$ cat config.mk
export PLATFORM = sky130hd
export DESIGN_NAME = uart_boot_loader
export DESIGN_NICKNAME = d
export VERILOG_FILES = /design/src/rtl/uart_boot_loader.sv
export SDC_FILE = /design/constraint.sdc
export NUM_CORES = 1
export LEC_CHECK = 0
export ABC_AREA = 1
export CAP_MARGIN = 20
export CELL_PAD_IN_SITES_DETAIL_PLACEMENT = 1
export CELL_PAD_IN_SITES_GLOBAL_PLACEMENT = 1
export CORE_MARGIN = 2
export CORE_UTILIZATION = 37
export DETAILED_ROUTE_END_ITERATION = 10
export MAX_ROUTING_LAYER = met4
export PLACE_DENSITY_LB_ADDON = 0.05
export SLEW_MARGIN = 20
export SYNTH_ARGS = -nofsm -noshare
export SYNTH_HDL_FRONTEND = slang
export SYNTH_SLANG_ARGS = --single-unit
$ cat constraint.sdc
create_clock -name clk_i -period 1.89 [get_ports clk_i]
set_input_delay 0.2835 -clock clk_i [delete_from_list [all_inputs] [get_ports clk_i]]
set_output_delay 0.2835 -clock clk_i [all_outputs]
set_load 0.02 [all_outputs]
$ cat src/rtl/uart_boot_loader.sv
// UART boot loader: 8N1 receiver, little-endian word assembly,
// instruction-memory writer and core reset release.
module uart_boot_loader #(
  parameter int unsigned CLK_FREQ     = 10_000_000,
  parameter int unsigned BAUD         = 115_200,
  parameter int unsigned CLKS_PER_BIT = CLK_FREQ / BAUD + 1,
  parameter int unsigned ADDR_W       = 12,
  parameter int unsigned MEM_WORDS    = 4096,
  parameter logic [31:0] END_WORD     = 32'h0000_0FFF
) (
  input  logic              clk_i,
  input  logic              rst_ni,
  input  logic              uart_rx_i,
  output logic              mem_req_o,
  output logic              mem_we_o,
  output logic [ADDR_W-1:0] mem_addr_o,
  output logic [31:0]       mem_wdata_o,
  output logic [3:0]        mem_be_o,
  input  logic              mem_gnt_i,
  output logic              boot_done_o,
  output logic              core_rst_no,
  output logic              frame_err_o,
  output logic              overrun_o,
  output logic [ADDR_W:0]   word_cnt_o
);

  localparam int unsigned CW = $clog2(CLKS_PER_BIT);
  localparam logic [CW-1:0] HALF_M1 = CW'(CLKS_PER_BIT / 2 - 1);
  localparam logic [CW-1:0] BIT_M1  = CW'(CLKS_PER_BIT - 1);
  localparam logic [ADDR_W:0] CAP   = (ADDR_W + 1)'(MEM_WORDS);

  typedef enum logic [1:0] {
    RX_IDLE, RX_START, RX_DATA, RX_STOP
  } rx_e;

  typedef enum logic [1:0] {
    LOAD, WRITE, DONE
  } ld_e;

  logic          rx_s1_q, rx_s2_q, rx_prev_q;
  rx_e           rx_q, rx_d;
  logic [CW-1:0] cnt_q, cnt_d;
  logic [2:0]    bit_q, bit_d;
  logic [7:0]    sh_q, sh_d;
  logic          fe_q, fe_d;
  logic          byte_valid;

  always_ff @(posedge clk_i or negedge rst_ni) begin
    if (!rst_ni) begin
      rx_s1_q   <= 1'b1;
      rx_s2_q   <= 1'b1;
      rx_prev_q <= 1'b1;
      rx_q      <= RX_IDLE;
      cnt_q     <= '0;
      bit_q     <= '0;
      sh_q      <= '0;
      fe_q      <= 1'b0;
    end else begin
      rx_s1_q   <= uart_rx_i;
      rx_s2_q   <= rx_s1_q;
      rx_prev_q <= rx_s2_q;
      rx_q      <= rx_d;
      cnt_q     <= cnt_d;
      bit_q     <= bit_d;
      sh_q      <= sh_d;
      fe_q      <= fe_d;
    end
  end

  always_comb begin
    rx_d       = rx_q;
    cnt_d      = cnt_q;
    bit_d      = bit_q;
    sh_d       = sh_q;
    fe_d       = fe_q;
    byte_valid = 1'b0;
    unique case (rx_q)
      RX_IDLE: begin
        if (rx_prev_q && !rx_s2_q) begin
          rx_d  = RX_START;
          cnt_d = '0;
        end
      end
      RX_START: begin
        if (cnt_q == HALF_M1) begin
          cnt_d = '0;
          bit_d = '0;
          rx_d  = rx_s2_q ? RX_IDLE : RX_DATA;
        end else begin
          cnt_d = cnt_q + CW'(1);
        end
      end
      RX_DATA: begin
        if (cnt_q == BIT_M1) begin
          cnt_d = '0;
          sh_d  = {rx_s2_q, sh_q[7:1]};
          bit_d = bit_q + 3'd1;
          if (bit_q == 3'd7) rx_d = RX_STOP;
        end else begin
          cnt_d = cnt_q + CW'(1);
        end
      end
      RX_STOP: begin
        if (cnt_q == BIT_M1) begin
          cnt_d = '0;
          rx_d  = RX_IDLE;
          if (rx_s2_q) byte_valid = 1'b1;
          else         fe_d       = 1'b1;
        end else begin
          cnt_d = cnt_q + CW'(1);
        end
      end
      default: rx_d = RX_IDLE;
    endcase
  end

  ld_e               ld_q, ld_d;
  logic [1:0]        k_q, k_d;
  logic [23:0]       buf_q, buf_d;
  logic [ADDR_W-1:0] addr_q, addr_d;
  logic [31:0]       wdata_q, wdata_d;
  logic [ADDR_W:0]   wcnt_q, wcnt_d;
  logic              ov_q, ov_d;
  logic [31:0]       word;
  logic [ADDR_W:0]   wcnt_inc;

  assign word     = {sh_q, buf_q};
  assign wcnt_inc = wcnt_q + (ADDR_W + 1)'(1);

  always_ff @(posedge clk_i or negedge rst_ni) begin
    if (!rst_ni) begin
      ld_q    <= LOAD;
      k_q     <= '0;
      buf_q   <= '0;
      addr_q  <= '0;
      wdata_q <= '0;
      wcnt_q  <= '0;
      ov_q    <= 1'b0;
    end else begin
      ld_q    <= ld_d;
      k_q     <= k_d;
      buf_q   <= buf_d;
      addr_q  <= addr_d;
      wdata_q <= wdata_d;
      wcnt_q  <= wcnt_d;
      ov_q    <= ov_d;
    end
  end

  always_comb begin
    ld_d    = ld_q;
    k_d     = k_q;
    buf_d   = buf_q;
    addr_d  = addr_q;
    wdata_d = wdata_q;
    wcnt_d  = wcnt_q;
    ov_d    = ov_q;
    if (ld_q == WRITE && mem_gnt_i) begin
      wcnt_d = wcnt_inc;
      ld_d   = (wcnt_inc == CAP) ? DONE : LOAD;
    end
    // A word landing while the previous write waits is dropped.
    if (byte_valid && ld_q != DONE) begin
      k_d = k_q + 2'd1;
      unique case (k_q)
        2'd0: buf_d[7:0]   = sh_q;
        2'd1: buf_d[15:8]  = sh_q;
        2'd2: buf_d[23:16] = sh_q;
        default: begin
          if (word == END_WORD) begin
            ld_d = DONE;
          end else if (ld_q == LOAD) begin
            addr_d  = wcnt_q[ADDR_W-1:0];
            wdata_d = word;
            ld_d    = WRITE;
          end else begin
            ov_d = 1'b1;
          end
        end
      endcase
    end
  end

  assign mem_req_o   = (ld_q == WRITE);
  assign mem_we_o    = mem_req_o;
  assign mem_addr_o  = addr_q;
  assign mem_wdata_o = wdata_q;
  assign mem_be_o    = 4'hF;
  assign boot_done_o = (ld_q == DONE);
  assign core_rst_no = boot_done_o;
  assign frame_err_o = fe_q;
  assign overrun_o   = ov_q;
  assign word_cnt_o  = wcnt_q;

endmodule

==> flow_metrics.tcl, run 1 <==
set metrics [dict create \
    grt_pass1_vias 4193 \
    initial_core_util 0.376 \
    netlist_area_mm2 0.00493 \
    fin_util 0.484 \
    synth_most_common_cell "nand2_1" \
    arrival_ps 2060 \
    grt_pass1_wl_um 20800 \
    multiInputGateArea_mm2 0.00192 \
    core_region_area_mm2 0.0131 \
    fmax_mhz 551 \
    dp.cells 804 \
    worst_setup_path_start_kind "flip-flop" \
    cp.required_ps 2130 \
    wl_met2_um 6410 \
    met3_length_um 305 \
    crit_top_cell "nand2_1" \
    synth-seq-area-share 0.559 \
    ctsLongestPathBuffers 2 \
    setup_viol 0 \
    clkTransAtPathRegs_ps 70 \
    maxCapViolCount 0 \
    synth_common_cells "nand2_1, dfrtp_1, o21ai_0" \
    wl_per_cell_um 15.4 \
    ys_seq_elements 110 \
    slowest_stage "dfrtp_1" \
    cts_inserted_buffers 9 \
    final_cells 826 \
    dp_slack_ps 1.52 \
    setup_ws_ps 76.5 \
    grt_max_degree 53 \
    io_buffers 66 \
    die_area_mm2 0.0143 \
    syn_to_final_growth_pct 28.8 \
    insertion_delay_ps 360 \
    rsz0062_at_grt "yes" \
    cts_sinks 110 \
    place_congestion 0.816 \
    grt.overflow.total 0 \
    seqCellArea_mm2 0.00276 \
    ir_worst_vdd_mv 0.354 \
    drive_gt1_frac 0.122 \
    track_usage 0.189 \
    fill_cells 1528 \
    vias_per_cell 4.87 \
    final.period_utilization 0.960 \
    end_kind "flip-flop" \
    status "finished, final reports clean" \
    synth_warnings 0 \
    crit_chain "inv_2 -> ha_4 -> nand3_4 -> nor2_4 -> nand2_2 -> inv_4 -> nand2_4 -> nor2_8 -> nand2_8 -> clkbuf_16 -> nand2_1 -> nand2_1" \
    n_antenna_cell 0 \
    drt-met1-wl_um 5820 \
    synth-edff-count 0 \
    critical_path_class "flip-flop to flip-flop" \
    synthCells 559 \
    hold_class "input port to asynchronous set/reset pin" \
    hpwl_um 8870 \
    final_hold_viol_count 0 \
    leakage_nw 3.06 \
    highest_layer "met4" \
    dr_total_vias 4022 \
    ys_top_cells_by_area "dfrtp_1, nand2_1, o21ai_0" \
    min_period_ps 1810 \
    p_per_area_mw_per_mm2 778 \
    rows 42 \
    fin_skew_ps 7.66 \
    die_y_um 119 \
    cts_tree "built" \
    drc 0 \
    cp_max_fo 15 \
    netlist-cell-type-count 29 \
    synth-async-reset-ratio 1.00 \
    cpPeakStageDelay_ps 410 \
    htree_num_levels 3 \
    drt_iter0_drc 175 \
    grt_antenna_before_repair 0 \
    ys.flop_type "dfrtp_1" \
    synth_top_area_frac 0.543 \
    syn_area_per_cell_um2 8.83 \
    slew_violations 0 \
    ant_nets 0 \
    root_buffer "clkbuf_16" \
    dr.pass1.iters 4 \
    synth_top_cell_by_area "dfrtp_1" \
    routed_wl_um 12700 \
    io_pins 71 \
    nNetsFinal 660 \
    die_x_um 119 \
]
-- layout by cell type, fill, tap and decap left out, types with 12 or more instances in the layout --
cell	synthesis	final
clkbuf_16	0	12
nand3_1	43	43
nand2_1	187	186
buf_4	6	23
nor2_1	42	40
inv_1	40	39
clkdlybuf4s50_1	0	61
o21ai_0	54	54
dfrtp_1	107	107
o21ai_2	18	18
-- state kept, by name (all words and copies together), names as in the netlist, 2 cells and up, named ones only --
name,cells
mem_addr_o,12
bit_q,3
k_q,2
mem_wdata_o,32
ld_q,2
buf_q,24
word_cnt_o,13
cnt_q,7
sh_q,8
-- layout make-up --
class,instances,share of cell area
Tap cell,176,0.0347
Clock inverter,6,0.0148
Timing Repair Buffer,96,0.155
Inverter,41,0.0246
Clock buffer,9,0.0354
Sequential cell,110,0.434
Multi-Input combinational cell,388,0.302
-- worst max-delay path: cells and delay by family (launching register included) --
family	cells	cell delay, ps
buffers and inverters	3	420
flip-flops	1	410
adder cells (fa/ha/maj)	1	160
AND/OR/NAND/NOR	8	720
-- power by group --
| group | internal [mW] | switching (mW) | total [mW] |
|---|---|---|---|
| clock network | 1.17 | 0.909 | 2.08 |
| logic | 0.154 | 0.246 | 0.400 |
| registers | 2.40 | 0.0604 | 2.46 |
-- through the flow --
step | hold WS (ps) | power (mW) | area [µm²] | TNS (ps)
CTS | 258 | 4.92 | 6220 | 0
finish | 265 | 4.94 | 6350 | 0
global route | 257 | 5.18 | 6350 | -9.48
floorplan | -12.1 | 2.67 | 4940 | 0
global placement | 91.1 | 2.80 | 5890 | 0
detailed placement | 86.2 | 2.82 | 5890 | 0
-- logic make-up (layout without fill, tap and decap cells) --
family / count (synthesis) / after routing / synth area share
AND/OR/NAND/NOR: 289 / 289 / 0.246
flip-flops: 110 / 110 / 0.559
AO/OA/AOI/OAI: 80 / 80 / 0.0971
buffers and inverters: 64 / 152 / 0.0631
adder cells (fa/ha/maj): 10 / 10 / 0.0254
XOR/XNOR: 5 / 5 / 0.00888
other: 1 / 4 / 0.000760
-- routing by layer --
metal,vias up,global-route usage
li1,1965,-
met4,0,0.0640
met1,1985,0.234
met3,13,0.0254
met5,-,-
met2,59,0.320
-- final timing paths --
check / from / endpoint / slack, ps / cells past startpoint
worst max-delay path: cnt_q[0] / mem_wdata_o[4] / 80 / 12
worst min-delay path: rst_ni / mem_wdata_o[12] / 270 / 2
worst max register to register: cnt_q[0] / mem_wdata_o[4] / 80 / 12
worst min register to register: rx_s1_q / rx_s2_q / 360 / 0
max in group asynchronous: rst_ni / word_cnt_o[10] / 1040 / 3
min in group clk_i: uart_rx_i / rx_s1_q / 330 / 1
-- timing repair --
action,CTS,global route
setup buffers,0,3
pin swaps,0,2
hold buffers,1,0
gates resized for setup,6,8
endpoints found under the setup margin,5,69
cloned,0,3
hold endpoints to repair,77,0
No activity file was read; power rests on OpenSTA's default activity.
==> run 2, diff against run 1 <==
Settings changed: CORE_ASPECT_RATIO from default to 0.8, GPL_ROUTABILITY_DRIVEN from default to 1.
==> run 2 against run 1 <==
Clock power shrank 9%. Register-to-register slack about the same. Clock-buffer cell count is 2 higher. Cell area rose by 0.16%. Clock skew up 1.3 ps. Final cell count rose by 0.61%. Critical endpoint is now word_cnt_o[2]. Largest cell class unchanged.
==> flow_metrics.tcl, run 2 (synthesis results as in run 1) <==
set metrics [dict create \
    status "finished, final reports clean" \
    r2r_slack_ps 90 \
    final_hold_viol_count 0 \
    grt_pass1_wl_um 20800 \
    die_y_um 107 \
    p_total_mw 4.74 \
    holdPathStages 1 \
    r2r-end "mem_wdata_o[3]" \
    cts_tree "built" \
    cpPeakStageDelay_ps 600 \
    place_area_mm2 0.00591 \
    critical_path_class "flip-flop to output port" \
    maxCapViolCount 0 \
    place_congestion 0.798 \
    die_x_um 133 \
    crit_chain "buf_4 -> clkdlybuf4s50_1" \
    setup_viol 0 \
    io_buffers 66 \
    fin_skew_ps 9.00 \
    hold_path.startpoint "uart_rx_i" \
    holdPathEnd "rx_s1_q" \
    vias_per_cell 4.83 \
    hpwl_um 9020 \
    drt_iter0_drc 239 \
    ctsLongestPathBuffers 2 \
    io_pins 71 \
    dr_total_vias 4011 \
    holdWs_ps 340 \
    setup_ws_ps 68.7 \
    n_antenna_cell 0 \
    wl_per_cell_um 15.6 \
    cts_inserted_buffers 9 \
    drive_gt1_frac 0.127 \
    dp_slack_ps -18.1 \
    dr.pass1.iters 4 \
    fin_area_mm2 0.00636 \
    p_per_area_mw_per_mm2 745 \
    slew_violations 0 \
    arrival_ps 1540 \
    cp_max_fo 6 \
    drc 0 \
    clkTransAtPathRegs_ps 70 \
    routed_wl_um 13000 \
    fmax_mhz 549 \
    ir_worst_vdd_mv 0.417 \
    syn_to_final_growth_pct 29.0 \
    final_cell_mix "nand2_1, dfrtp_1, clkdlybuf4s50_1, o21ai_0, nand3_1" \
    rows 37 \
    fill_cells 1532 \
    root_buffer "clkbuf_16" \
    die_area_mm2 0.0143 \
    final.period_utilization 0.964 \
    leakage_nw 3.08 \
    largest_reg_flops 32 \
    hold_class "input port to flip-flop" \
    htree_num_levels 3 \
    track_usage 0.189 \
    cts_sinks 110 \
    mostFrequentLayoutCell "nand2_1" \
    grt_pass1_vias 4084 \
    nNetsFinal 666 \
    end_kind "output port" \
    worst_setup_path_start_kind "flip-flop" \
    ant_nets 0 \
    min_period_ps 1820 \
    r2r.worst_path.cells 12 \
    r2r_start "cnt_q[0]" \
    core_region_area_mm2 0.0130 \
    grt.overflow.total 0 \
    slowest_stage "clkdlybuf4s50_1" \
    insertion_delay_ps 350 \
    cp.required_ps 1610 \
    finalSetupTns_ps 0 \
    initial_core_util 0.381 \
    grt_max_degree 52 \
    grt_antenna_before_repair 0 \
]
==> run 2: changes by cell type in the layout (fill, tap and decap cells not counted), moves of 2 or more <==
cell      delta
buf_4        +6
clkbuf_1     +2
nor2_2       -2
nor2_1       +2
==> run 2: critical path: cells and delay by family (launching register included) <==
family	cells	cell delay, ps
flops	1	430
buf+inv	2	760
==> run 2: area by class of cell <==
cell class / instances / area (µm²) / share of cell area
multi-input combinational: 388 / 1910 / 0.301
clock inverter: 4 / 56.3 / 0.00885
sequential: 110 / 2760 / 0.433
timing repair buffer: 102 / 1030 / 0.162
tap: 175 / 219 / 0.0344
clock buffer: 11 / 233 / 0.0366
inverter: 41 / 156 / 0.0246
==> run 2: worst max path at each step <==
stage                            to          start  slack, ps
global placement      mem_addr_o[7]        rx_s2_q         70
global route         mem_wdata_o[3]       cnt_q[0]        -20
detailed placement  mem_wdata_o[27]       cnt_q[0]        -20
CTS                 mem_wdata_o[27]       cnt_q[0]         20
floorplan           mem_wdata_o[31]       cnt_q[0]        120
finish                word_cnt_o[2]  word_cnt_o[2]         70
==> run 2: what timing repair did <==
action,4_1_cts,5_1_grt
endpoints found under the hold margin,29,0
cloned,0,3
setup buffers,0,6
hold buffers,1,0
setup endpoints to repair,20,69
gates resized for setup,6,8
==> run 2: per-layer routing <==
metal / GRT usage / wire length (µm)
met1: 0.258 / 6390
met2: 0.299 / 6050
met3: 0.0358 / 402
met4: 0.0388 / 125
met5: - / 0
==> run 2: report_power, final <==
part,internal (mW),switching (mW),total [mW]
Combinational,0.139,0.241,0.380
Sequential,2.40,0.0546,2.46
Clock,1.04,0.869,1.90
Total,3.58,1.16,4.74
==> run 2: through the flow <==
step / util / instances
after floorplan: - / 562
after global placement: 0.456 / 806
after detailed placement: 0.456 / 806
after CTS: 0.479 / 822
after global routing: 0.491 / 831
final: 0.491 / 831
==> run 3, diff against run 2 <==
Settings changed: CELL_PAD_IN_SITES_DETAIL_PLACEMENT 1 to default, CELL_PAD_IN_SITES_GLOBAL_PLACEMENT 1 to default, CORE_UTILIZATION 37 to 40, DONT_BUFFER_PORTS from default to 1, SLEW_MARGIN 20 to default.
==> run 3 against run 2 <==
The flow now finishes with violations (negative hold slack). Cell area down 12%. Combinational power down 29%. Routed wire length down 13%. First-iteration DRC count up 19%. Register-to-register slack about the same. Sequential share of layout area up 6.0 points. Core utilization down 2.9 points. Global-route usage down 0.41 points. Worst hold slack worse by 720 ps. Clock skew about the same. Flip-flop and latch count unchanged.
==> flow_metrics.tcl, run 3 (synthesis results as in run 1) <==
set metrics [dict create \
    setup_viol 0 \
    drt_iter0_drc 285 \
    r2r_start "cnt_q[0]" \
    final_hold_viol_count 110 \
    holdWs_ps -380 \
    vias_per_cell 4.91 \
    maxCapViolCount 0 \
    io_buffers 0 \
    seqCellArea_mm2 0.00276 \
    ir_worst_vdd_mv 0.391 \
    core_region_area_mm2 0.0121 \
    dr.pass1.iters 4 \
    ctsLongestPathBuffers 2 \
    track_usage 0.185 \
    dr_total_vias 3625 \
    multiInputGateArea_mm2 0.00189 \
    drc 0 \
    ant_nets 0 \
    nNetsFinal 596 \
    hold_class "input port to asynchronous set/reset pin" \
    cts_tree "built" \
    rows 36 \
    r2r.worst_path.cells 12 \
    grt_pass1_wl_um 18000 \
    grt_max_degree 111 \
    status "complete, but fails checks" \
    mostFrequentLayoutCell "nand2_1" \
    p_total_mw 4.65 \
    fin_area_mm2 0.00559 \
    grt_antenna_before_repair 0 \
    r2r_slack_ps 100 \
    io_pins 71 \
    critical_path_class "flip-flop to flip-flop" \
    cp_max_fo 21 \
    r2r-end "mem_wdata_o[2]" \
    insertion_delay_ps 360 \
    grt_pass1_vias 3453 \
    fill_cells 1194 \
    drive_gt1_frac 0.135 \
    wl_per_cell_um 15.3 \
    slew_violations 0 \
    clkTransAtPathRegs_ps 70 \
    hpwl_um 7640 \
    die_y_um 103 \
    crit_path_end "mem_wdata_o[2]" \
    initial_core_util 0.407 \
    n_antenna_cell 0 \
    fin_util 0.462 \
    violations "negative hold slack" \
    htree_num_levels 3 \
    fmax_mhz 560 \
    die_x_um 128 \
    final_cells 739 \
    cts_sinks 110 \
    root_buffer "clkbuf_16" \
    worstSetupStartpoint "cnt_q[0]" \
    place_congestion 0.812 \
    min_period_ps 1790 \
    fin_skew_ps 9.12 \
    final_cell_mix "nand2_1, dfrtp_1, o21ai_0, nand3_1, nor2_1" \
    largest_reg_flops 32 \
    grt.overflow.total 0 \
    arrival_ps 2040 \
    syn_to_final_growth_pct 13.4 \
    cts_inserted_buffers 9 \
    place_area_mm2 0.00521 \
    rsz0062_at_grt "yes" \
    die_area_mm2 0.0132 \
    routed_wl_um 11300 \
    hold_buffers 1 \
    p_per_area_mw_per_mm2 832 \
    leakage_nw 2.79 \
    dp.cells 719 \
    cp.required_ps 2140 \
    end_kind "flip-flop" \
    final.period_utilization 0.945 \
    worst_setup_path_start_kind "flip-flop" \
]
run 3: cell count changes in the layout (fill, tap and decap cells not counted), sizes merged:
cell           before  now
buf                33   30
clkdlybuf4s50      61    0
clkbuf             14   12
clkinv              1    3
inv                43   42
dlygate4sd2         4    0
run 3: routing by layer:
metal / share of wire / track usage / up-vias / wire, µm
li1: - / - / 1831 / -
met1: 0.50 / 0.251 / 1715 / 5680
met2: 0.43 / 0.259 / 70 / 4840
met3: 0.058 / 0.0700 / 9 / 651
met4: 0.011 / 0.0507 / 0 / 124
met5: 0 / - / - / 0
run 3: through the flow:
step	TNS, ps	worst slack (ps)
after floorplan	0	122
after global placement	0	93.4
after detailed placement	0	40.9
after CTS	0	25.5
after global routing	-12.3	-3.77
final	0	104
run 3: worst min path at each step:
stage                       from                         end  slack [ps]  cells after the start
after CTS                 rst_ni             mem_wdata_o[11]        -400                      0
after floorplan           rst_ni  asynchronous set/reset pin         -10                      0
final                     rst_ni                    cnt_q[4]        -380                      0
after global routing      rst_ni                    cnt_q[5]        -410                      0
after global placement    rst_ni                    cnt_q[5]          -8                      0
after detailed placement  rst_ni                 frame_err_o          -6                      0
run 3: area by class of cell:
| class | count | area share |
|---|---|---|
| Clock buffer | 11 | 0.0434 |
| Clock inverter | 5 | 0.0103 |
| Inverter | 41 | 0.0280 |
| Multi-Input combinational cell | 388 | 0.338 |
| Sequential cell | 110 | 0.493 |
| Tap cell | 152 | 0.0340 |
| Timing Repair Buffer | 32 | 0.0537 |
run 3: report_power, final:
part           internal (mW)  switching (mW)  leakage (nW)  total (mW)
clock network           1.07           0.869         0.150        1.94
logic                  0.102           0.166          1.17       0.269
registers               2.40          0.0482          1.48        2.45
run 3: worst max-delay path, stage by stage, from the launching register on:
cell and delay [ps]:
dfrtp_1 390, inv_2 80, ha_2 180, nand3_2 90, nor2_4 130, nand2_2 90
inv_4 90, nand2_4 70, nor2_8 110, nand2_4 100, clkbuf_16 210, nand2_1 70
nand2_1 50
run 3: timing repair:
item | 4_1_cts | 5_1_grt
setup buffers | 0 | 2
endpoints found under the hold margin | 111 | 110
gates resized for setup | 0 | 9
setup endpoints to repair | 0 | 67
